File: config.mk
export PLATFORM = sky130hd
export DESIGN_NAME = pipe_ctrl_flat
export DESIGN_NICKNAME = d
export VERILOG_FILES = /design/src/rtl/pipe_ctrl_pkg.sv /design/src/rtl/pipe_ctrl_if.sv /design/src/rtl/pipe_ctrl_stall_watchdog.sv /design/src/rtl/pipe_ctrl.sv /design/src/flat_wrapper.sv
export SDC_FILE = /design/constraint.sdc
export NUM_CORES = 1
export LEC_CHECK = 0
export CORE_ASPECT_RATIO = 0.75
export CORE_MARGIN = 2
export CORE_UTILIZATION = 25
export CTS_CLUSTER_DIAMETER = 80
export DETAILED_ROUTE_END_ITERATION = 7
export MAX_ROUTING_LAYER = met4
export PLACE_DENSITY_LB_ADDON = 0.05
export RECOVER_POWER = 50
export SLEW_MARGIN = 5
export SYNTH_ARGS = -nofsm -noshare
export SYNTH_HDL_FRONTEND = slang
export SYNTH_SLANG_ARGS = --single-unit
File: constraint.sdc
create_clock -name clk -period 1.75 [get_ports clk]
set_input_delay 0.35 -clock clk [delete_from_list [all_inputs] [get_ports clk]]
set_output_delay 0.35 -clock clk [all_outputs]
set_load 0.01 [all_outputs]
File: src/rtl/pipe_ctrl_pkg.sv
// Shared types and constants for the bittyCore pipeline control unit.
package pipe_ctrl_pkg;

    localparam int unsigned ADDR_W  = 32;
    localparam int unsigned CNT_W   = 32;
    localparam int unsigned STALL_W = 3;
    localparam int unsigned WD_W    = 16;

    // Stall vector: bit0 = ID/EX bubble, bit1 = IF/ID hold, bit2 = PC hold
    localparam logic [STALL_W-1:0] STALL_NONE  = 3'b000;
    localparam logic [STALL_W-1:0] STALL_FETCH = 3'b110;
    localparam logic [STALL_W-1:0] STALL_ALL   = 3'b111;

    typedef enum logic [1:0] {
        CTRL_RUN  = 2'b00,
        CTRL_PEND = 2'b01
    } ctrl_state_e;

endpackage

File: src/rtl/pipe_ctrl_if.sv
// Stall-request, branch, redirect and debug signals between the pipeline and pipe_ctrl.
interface pipe_ctrl_if;
    import pipe_ctrl_pkg::*;

    logic                stallreq_if_i;
    logic                stallreq_id_i;
    logic                stallreq_ex_i;
    logic                ex_branch_flag_i;
    logic [ADDR_W-1:0]   ex_branch_addr_i;
    logic                timeout_clr_i;
    logic [STALL_W-1:0]  stalled_o;
    logic                flush_o;
    logic                redirect_o;
    logic [ADDR_W-1:0]   redirect_addr_o;
    logic                timeout_o;
    logic [CNT_W-1:0]    stall_cnt_o;
    logic [CNT_W-1:0]    flush_cnt_o;

    // Pipeline side
    modport master (
        output stallreq_if_i, stallreq_id_i, stallreq_ex_i,
               ex_branch_flag_i, ex_branch_addr_i, timeout_clr_i,
        input  stalled_o, flush_o, redirect_o, redirect_addr_o,
               timeout_o, stall_cnt_o, flush_cnt_o
    );

    // Controller side
    modport slave (
        input  stallreq_if_i, stallreq_id_i, stallreq_ex_i,
               ex_branch_flag_i, ex_branch_addr_i, timeout_clr_i,
        output stalled_o, flush_o, redirect_o, redirect_addr_o,
               timeout_o, stall_cnt_o, flush_cnt_o
    );

endinterface

File: src/rtl/pipe_ctrl_stall_watchdog.sv
// Counts consecutive stalled cycles and raises a sticky flag once the limit is hit.
module stall_watchdog
    import pipe_ctrl_pkg::*;
#(
    parameter int unsigned STALL_TIMEOUT = 1024
) (
    input  logic clk,
    input  logic rst,
    input  logic stall,
    input  logic clr,
    output logic timeout
);

    localparam logic [WD_W-1:0] WD_LIM = WD_W'(STALL_TIMEOUT - 1);

    logic [WD_W-1:0] wd_cnt;

    // Clear beats a simultaneous set; counter saturates at the limit
    always_ff @(posedge clk) begin
        if (rst || clr) begin
            wd_cnt  <= '0;
            timeout <= 1'b0;
        end else if (stall) begin
            if (wd_cnt == WD_LIM) begin
                timeout <= 1'b1;
            end else begin
                wd_cnt <= wd_cnt + WD_W'(1);
            end
        end else begin
            wd_cnt <= '0;
        end
    end

endmodule

File: src/rtl/pipe_ctrl.sv
// Pipeline stall/flush/redirect controller with stall statistics and watchdog.
module pipe_ctrl
    import pipe_ctrl_pkg::*;
#(
    parameter int unsigned STALL_TIMEOUT = 1024
) (
    input  logic        clk,
    input  logic        rst,
    pipe_ctrl_if.slave  bus
);

    ctrl_state_e         state_q, state_d;
    logic [ADDR_W-1:0]   pend_addr_q, pend_addr_d;
    logic [CNT_W-1:0]    stall_cnt_q, flush_cnt_q;
    logic [STALL_W-1:0]  stall_raw, stalled;
    logic                flush, redirect, accept;
    logic [ADDR_W-1:0]   redirect_addr;
    logic                any_stall;
    logic                timeout;

    assign any_stall = bus.stallreq_if_i | bus.stallreq_id_i | bus.stallreq_ex_i;

    always_ff @(posedge clk) begin
        if (rst) begin
            state_q     <= CTRL_RUN;
            pend_addr_q <= '0;
        end else begin
            state_q     <= state_d;
            pend_addr_q <= pend_addr_d;
        end
    end

    // Next state and all combinational outputs; everything reads 0 under reset
    always_comb begin
        state_d       = state_q;
        pend_addr_d   = pend_addr_q;
        flush         = 1'b0;
        redirect      = 1'b0;
        redirect_addr = '0;
        accept        = 1'b0;
        stall_raw     = STALL_NONE;
        stalled       = STALL_NONE;

        if (!rst) begin
            if (bus.stallreq_ex_i || bus.stallreq_id_i) begin
                stall_raw = STALL_ALL;
            end else if (bus.stallreq_if_i) begin
                stall_raw = STALL_FETCH;
            end

            case (state_q)
                CTRL_RUN: begin
                    if (bus.ex_branch_flag_i) begin
                        flush  = 1'b1;
                        accept = 1'b1;
                        if (!bus.stallreq_if_i) begin
                            redirect      = 1'b1;
                            redirect_addr = bus.ex_branch_addr_i;
                        end else begin
                            pend_addr_d = bus.ex_branch_addr_i;
                            state_d     = CTRL_PEND;
                        end
                    end
                end
                CTRL_PEND: begin
                    // Branch flag ignored here: the flush keeps EX empty
                    flush         = 1'b1;
                    redirect_addr = pend_addr_q;
                    if (!bus.stallreq_if_i) begin
                        redirect = 1'b1;
                        state_d  = CTRL_RUN;
                    end
                end
                default: state_d = CTRL_RUN;
            endcase

            stalled = flush ? {stall_raw[2:1], 1'b0} : stall_raw;
        end
    end

    always_ff @(posedge clk) begin
        if (rst) begin
            stall_cnt_q <= '0;
            flush_cnt_q <= '0;
        end else begin
            if (stalled != STALL_NONE) stall_cnt_q <= stall_cnt_q + CNT_W'(1);
            if (accept)                flush_cnt_q <= flush_cnt_q + CNT_W'(1);
        end
    end

    stall_watchdog #(
        .STALL_TIMEOUT(STALL_TIMEOUT)
    ) u_watchdog (
        .clk     (clk),
        .rst     (rst),
        .stall   (any_stall),
        .clr     (bus.timeout_clr_i),
        .timeout (timeout)
    );

    assign bus.stalled_o       = stalled;
    assign bus.flush_o         = flush;
    assign bus.redirect_o      = redirect;
    assign bus.redirect_addr_o = redirect_addr;
    assign bus.timeout_o       = timeout;
    assign bus.stall_cnt_o     = stall_cnt_q;
    assign bus.flush_cnt_o     = flush_cnt_q;

endmodule

File: src/flat_wrapper.sv
// flat-port wrapper written by rule: the top's interface ports become plain ports
module pipe_ctrl_flat import pipe_ctrl_pkg::*;
#(
    parameter int unsigned STALL_TIMEOUT = 1024
)
  (clk, rst, bus_stallreq_if_i, bus_stallreq_id_i, bus_stallreq_ex_i, bus_ex_branch_flag_i, bus_ex_branch_addr_i, bus_timeout_clr_i, bus_stalled_o, bus_flush_o, bus_redirect_o, bus_redirect_addr_o, bus_timeout_o, bus_stall_cnt_o, bus_flush_cnt_o);
  pipe_ctrl_if bus_i ();
  input  logic clk;
  input  logic rst;
  input wire logic [$bits(bus_i.stallreq_if_i)-1:0] bus_stallreq_if_i;
  input wire logic [$bits(bus_i.stallreq_id_i)-1:0] bus_stallreq_id_i;
  input wire logic [$bits(bus_i.stallreq_ex_i)-1:0] bus_stallreq_ex_i;
  input wire logic [$bits(bus_i.ex_branch_flag_i)-1:0] bus_ex_branch_flag_i;
  input wire logic [$bits(bus_i.ex_branch_addr_i)-1:0] bus_ex_branch_addr_i;
  input wire logic [$bits(bus_i.timeout_clr_i)-1:0] bus_timeout_clr_i;
  output wire logic [$bits(bus_i.stalled_o)-1:0] bus_stalled_o;
  output wire logic [$bits(bus_i.flush_o)-1:0] bus_flush_o;
  output wire logic [$bits(bus_i.redirect_o)-1:0] bus_redirect_o;
  output wire logic [$bits(bus_i.redirect_addr_o)-1:0] bus_redirect_addr_o;
  output wire logic [$bits(bus_i.timeout_o)-1:0] bus_timeout_o;
  output wire logic [$bits(bus_i.stall_cnt_o)-1:0] bus_stall_cnt_o;
  output wire logic [$bits(bus_i.flush_cnt_o)-1:0] bus_flush_cnt_o;
  assign bus_i.stallreq_if_i = bus_stallreq_if_i;
  assign bus_i.stallreq_id_i = bus_stallreq_id_i;
  assign bus_i.stallreq_ex_i = bus_stallreq_ex_i;
  assign bus_i.ex_branch_flag_i = bus_ex_branch_flag_i;
  assign bus_i.ex_branch_addr_i = bus_ex_branch_addr_i;
  assign bus_i.timeout_clr_i = bus_timeout_clr_i;
  assign bus_stalled_o = bus_i.stalled_o;
  assign bus_flush_o = bus_i.flush_o;
  assign bus_redirect_o = bus_i.redirect_o;
  assign bus_redirect_addr_o = bus_i.redirect_addr_o;
  assign bus_timeout_o = bus_i.timeout_o;
  assign bus_stall_cnt_o = bus_i.stall_cnt_o;
  assign bus_flush_cnt_o = bus_i.flush_cnt_o;
  pipe_ctrl #(.STALL_TIMEOUT(STALL_TIMEOUT)) u_core (.clk(clk), .rst(rst), .bus(bus_i));
endmodule
==> results.txt <==
status - finished with violations
violated checks - setup timing
commonest non-fill, non-tap cell in the layout - buf_4
RSZ-0062 raised after global routing - true
post-route setup slack - -0.231 ns
Critical Path Source Type - flip-flop
Worst Setup SP - u_core.state_q[0]
Clock Path Buffers - 2
initial antenna violation count - 0
DR vias - 5240
period utilization - 113%
Final Util - 41.1%
crit path cell chain - nor2b_4 > nor3b_4 > buf_6 > buf_6 > buf_16 > a22o_1 > buf_2
final WL - 16.4 mm
final setup fails - 32
vias in the first global route - 4906
die height - 128 µm
Power Density - 806 mW/mm²
# DRC - 0
clk sinks - 114
CP max stage cell - dfxtp_2
CTS H-tree lvls - 4
Yosys top cell area share - 44.4%
r2r startpoint - u_core.bus.flush_cnt_o[7]
first-iteration detailed-routing DRC count - 288
Hold Startpoint - u_core.pend_addr_q[25]
Initial Utilization - 25.4%
Final Hold Fails - 0
die width - 169 µm
IO buf count - 140
metal2 WL - 7.14 mm
total core area - 0.0202 mm²
WL met1 - 8.45 mm
worst vdd ir - 493 µV
Ant. Diodes - 0
mapped cell area - 0.00513 mm²
Max Freq - 505 MHz
Synth area leader - dfxtp_1
final net count - 913
Synthesis Warnings - 0
Setup TNS Final - -6.09 ns
share of cells above drive strength 1 - 25.9%
first-pass GRT wire length - 26.0 mm
RePlAce Congestion - 0.812
CTS tree - built
Crit Path Max Fanout - 8
flop and latch count out of synthesis - 114
largest net degree at the start of global routing - 35
Max Slew Vio Count - 0
remaining antenna violation count - 0
CP max stage delay - 0.35 ns
Wirelength per Cell - 14.4 µm
crit path capture type - output pin
synth unique cells - 39
synth top area cells - dfxtp_1 44%, nand2_1 7.1%, xnor2_1 6.5%
most frequent cells in the layout - 116 x buf_4, 102 x dfxtp_1, 97 x nand2_1, 72 x nor2_1, 51 x a21oi_1
post-synth net total - 661
area delta synth->final - 61.6%
max-cap viol count - 0
Post-Place Cells - 1100
clock root buffer - clkbuf_16
Congestion Overflow GR - 0
Crit Path Class - flip-flop to output pin
uppermost layer routed - met4
Final Skew - 0.00868 ns
Reg2Reg Setup Slack - 0.02 ns
WHS - 0.453 ns
post-detail-place hpwl - 11.6 mm
WL met3 - 643 µm
Final Non-Filler Cells - 1142
num ports - 141
Total GRT Usage - 15.5%
Worst Tran Pin Value - 0.379 ns
drt pass-1 iters - 4
fin crit period - 1.98 ns
average size of a mapped cell - 8.30 µm²
Top Family by Delay on Critical Path - buffers and inverters
Slew headroom - 74.7%
Post-Synthesis Cells - 619
Buf+Inv Stages, Crit Path - 4
WP data arrival - 1.63 ns
via/cell ratio - 4.59
Design Power - 6.69 mW
CP required - 1.40 ns
worst-skew pair later-pin latency - 0.41 ns
# rows - 45
Critical Path Most Common Cell - buf_6
register area share after synthesis - 44.4%
leakage power - 3.62 nW
Hold WC Path Type - flip-flop to flip-flop
Die ar. - 0.0217 mm²
Hold Buf Count CTS - 0
number of CTS-inserted buffers - 17
Clk pin slew, worst setup/hold paths - 0.05 ns
[worst register-to-register path, cell delays in order, from the launching register on]
cell,delay [ns]
dfxtp_2,0.33
nand4_1,0.15
or4_4,0.60
buf_6,0.16
or3_1,0.31
a21oi_1,0.12
[cell type report]
class | instances | area [µm²]
sequential | 114 | 2300
multi-input combinational | 462 | 2810
fill | 2054 | 11900
clock buffer | 22 | 454
inverter | 8 | 30.0
timing repair buffer | 268 | 2250
clock inverter | 10 | 134
tap | 258 | 323
[routing by layer]
| metal | vias to the layer above | track usage, % |
|---|---|---|
| met4 | 0 | 4.22 |
| met3 | 14 | 3.52 |
| met2 | 105 | 22.4 |
| li1 | 2666 | - |
| met5 | - | - |
| met1 | 2455 | 21.7 |
[state kept, by name, summed over array words and instances (netlist names)]
register	cells
u_core.state_q	1
u_core.pend_addr_q	32
u_core.u_watchdog.wd_cnt	16
u_core.bus.stall_cnt_o	32
u_core.bus.flush_cnt_o	32
u_core.u_watchdog.timeout	1
[cell usage after synthesis]
| master | n |
|---|---|
| nor2_1 | 73 |
| nand3b_4 | 1 |
| a22o_1 | 32 |
| nand4_1 | 18 |
| xnor2_1 | 38 |
| buf_1 | 1 |
| xor2_1 | 22 |
| nor4_1 | 12 |
| dfxtp_1 | 114 |
| mux2i_1 | 2 |
| or4_1 | 3 |
| a31oi_1 | 3 |
| and4_1 | 7 |
| a211oi_1 | 3 |
| nand2b_1 | 1 |
| o311a_1 | 1 |
| or2_2 | 1 |
| nand2_1 | 97 |
| and2_0 | 1 |
| and4b_1 | 3 |
| a21oi_1 | 51 |
| nor4_4 | 1 |
| nor3b_1 | 4 |
| and2_1 | 6 |
| nor2b_1 | 3 |
| nand4_2 | 1 |
| o21ai_0 | 15 |
| nor2_2 | 1 |
| inv_1 | 8 |
| nor3_2 | 2 |
| buf_4 | 1 |
| nand3b_1 | 1 |
| buf_2 | 5 |
| or3_1 | 13 |
| clkbuf_1 | 28 |
| nand3_1 | 27 |
| ha_1 | 3 |
| and3_1 | 6 |
| nor3_1 | 10 |
[path summary, 6_finish.rpt]
check | cells after the start | end
max reg2reg | 5 | u_core.bus.flush_cnt_o[20]
max | 7 | bus_redirect_addr_o[30]
min reg2reg | 2 | u_core.pend_addr_q[25]
min | 2 | u_core.pend_addr_q[25]
[report_power, final]
part           total, mW  internal, mW  switching [mW]
clock               3.49          2.27            1.22
combinational      0.529         0.276           0.253
sequential          2.68          2.65          0.0283
[metrics by stage]
step                area [µm²]  setup WS, ns
finish                    8300        -0.231
global route              8300        -0.324
CTS                       8240        -0.271
detailed placement        7690        -0.756
global placement          7690        -0.735
floorplan                 5160       -0.0299
[kinds of logic after synthesis]
group                    Yosys count  share of synthesized area, %
AND/OR/NAND/NOR                  292                          28.0
XOR/XNOR                          60                          10.2
buffers and inverters             43                          3.34
adder cells (fa/ha/maj)            3                         0.731
AO/OA/AOI/OAI                    105                          12.9
flip-flops                       114                          44.4
multiplexers                       2                         0.390
[timing repair]
| action | in CTS | in global routing |
|---|---|---|
| cloned | 3 | 1 |
| pin swaps | 4 | 13 |
| gates resized for setup | 211 | 29 |
| endpoints found under the setup margin | 96 | 58 |
| setup buffers | 5 | 4 |
Note: power is estimated with default switching activity, not from simulation.
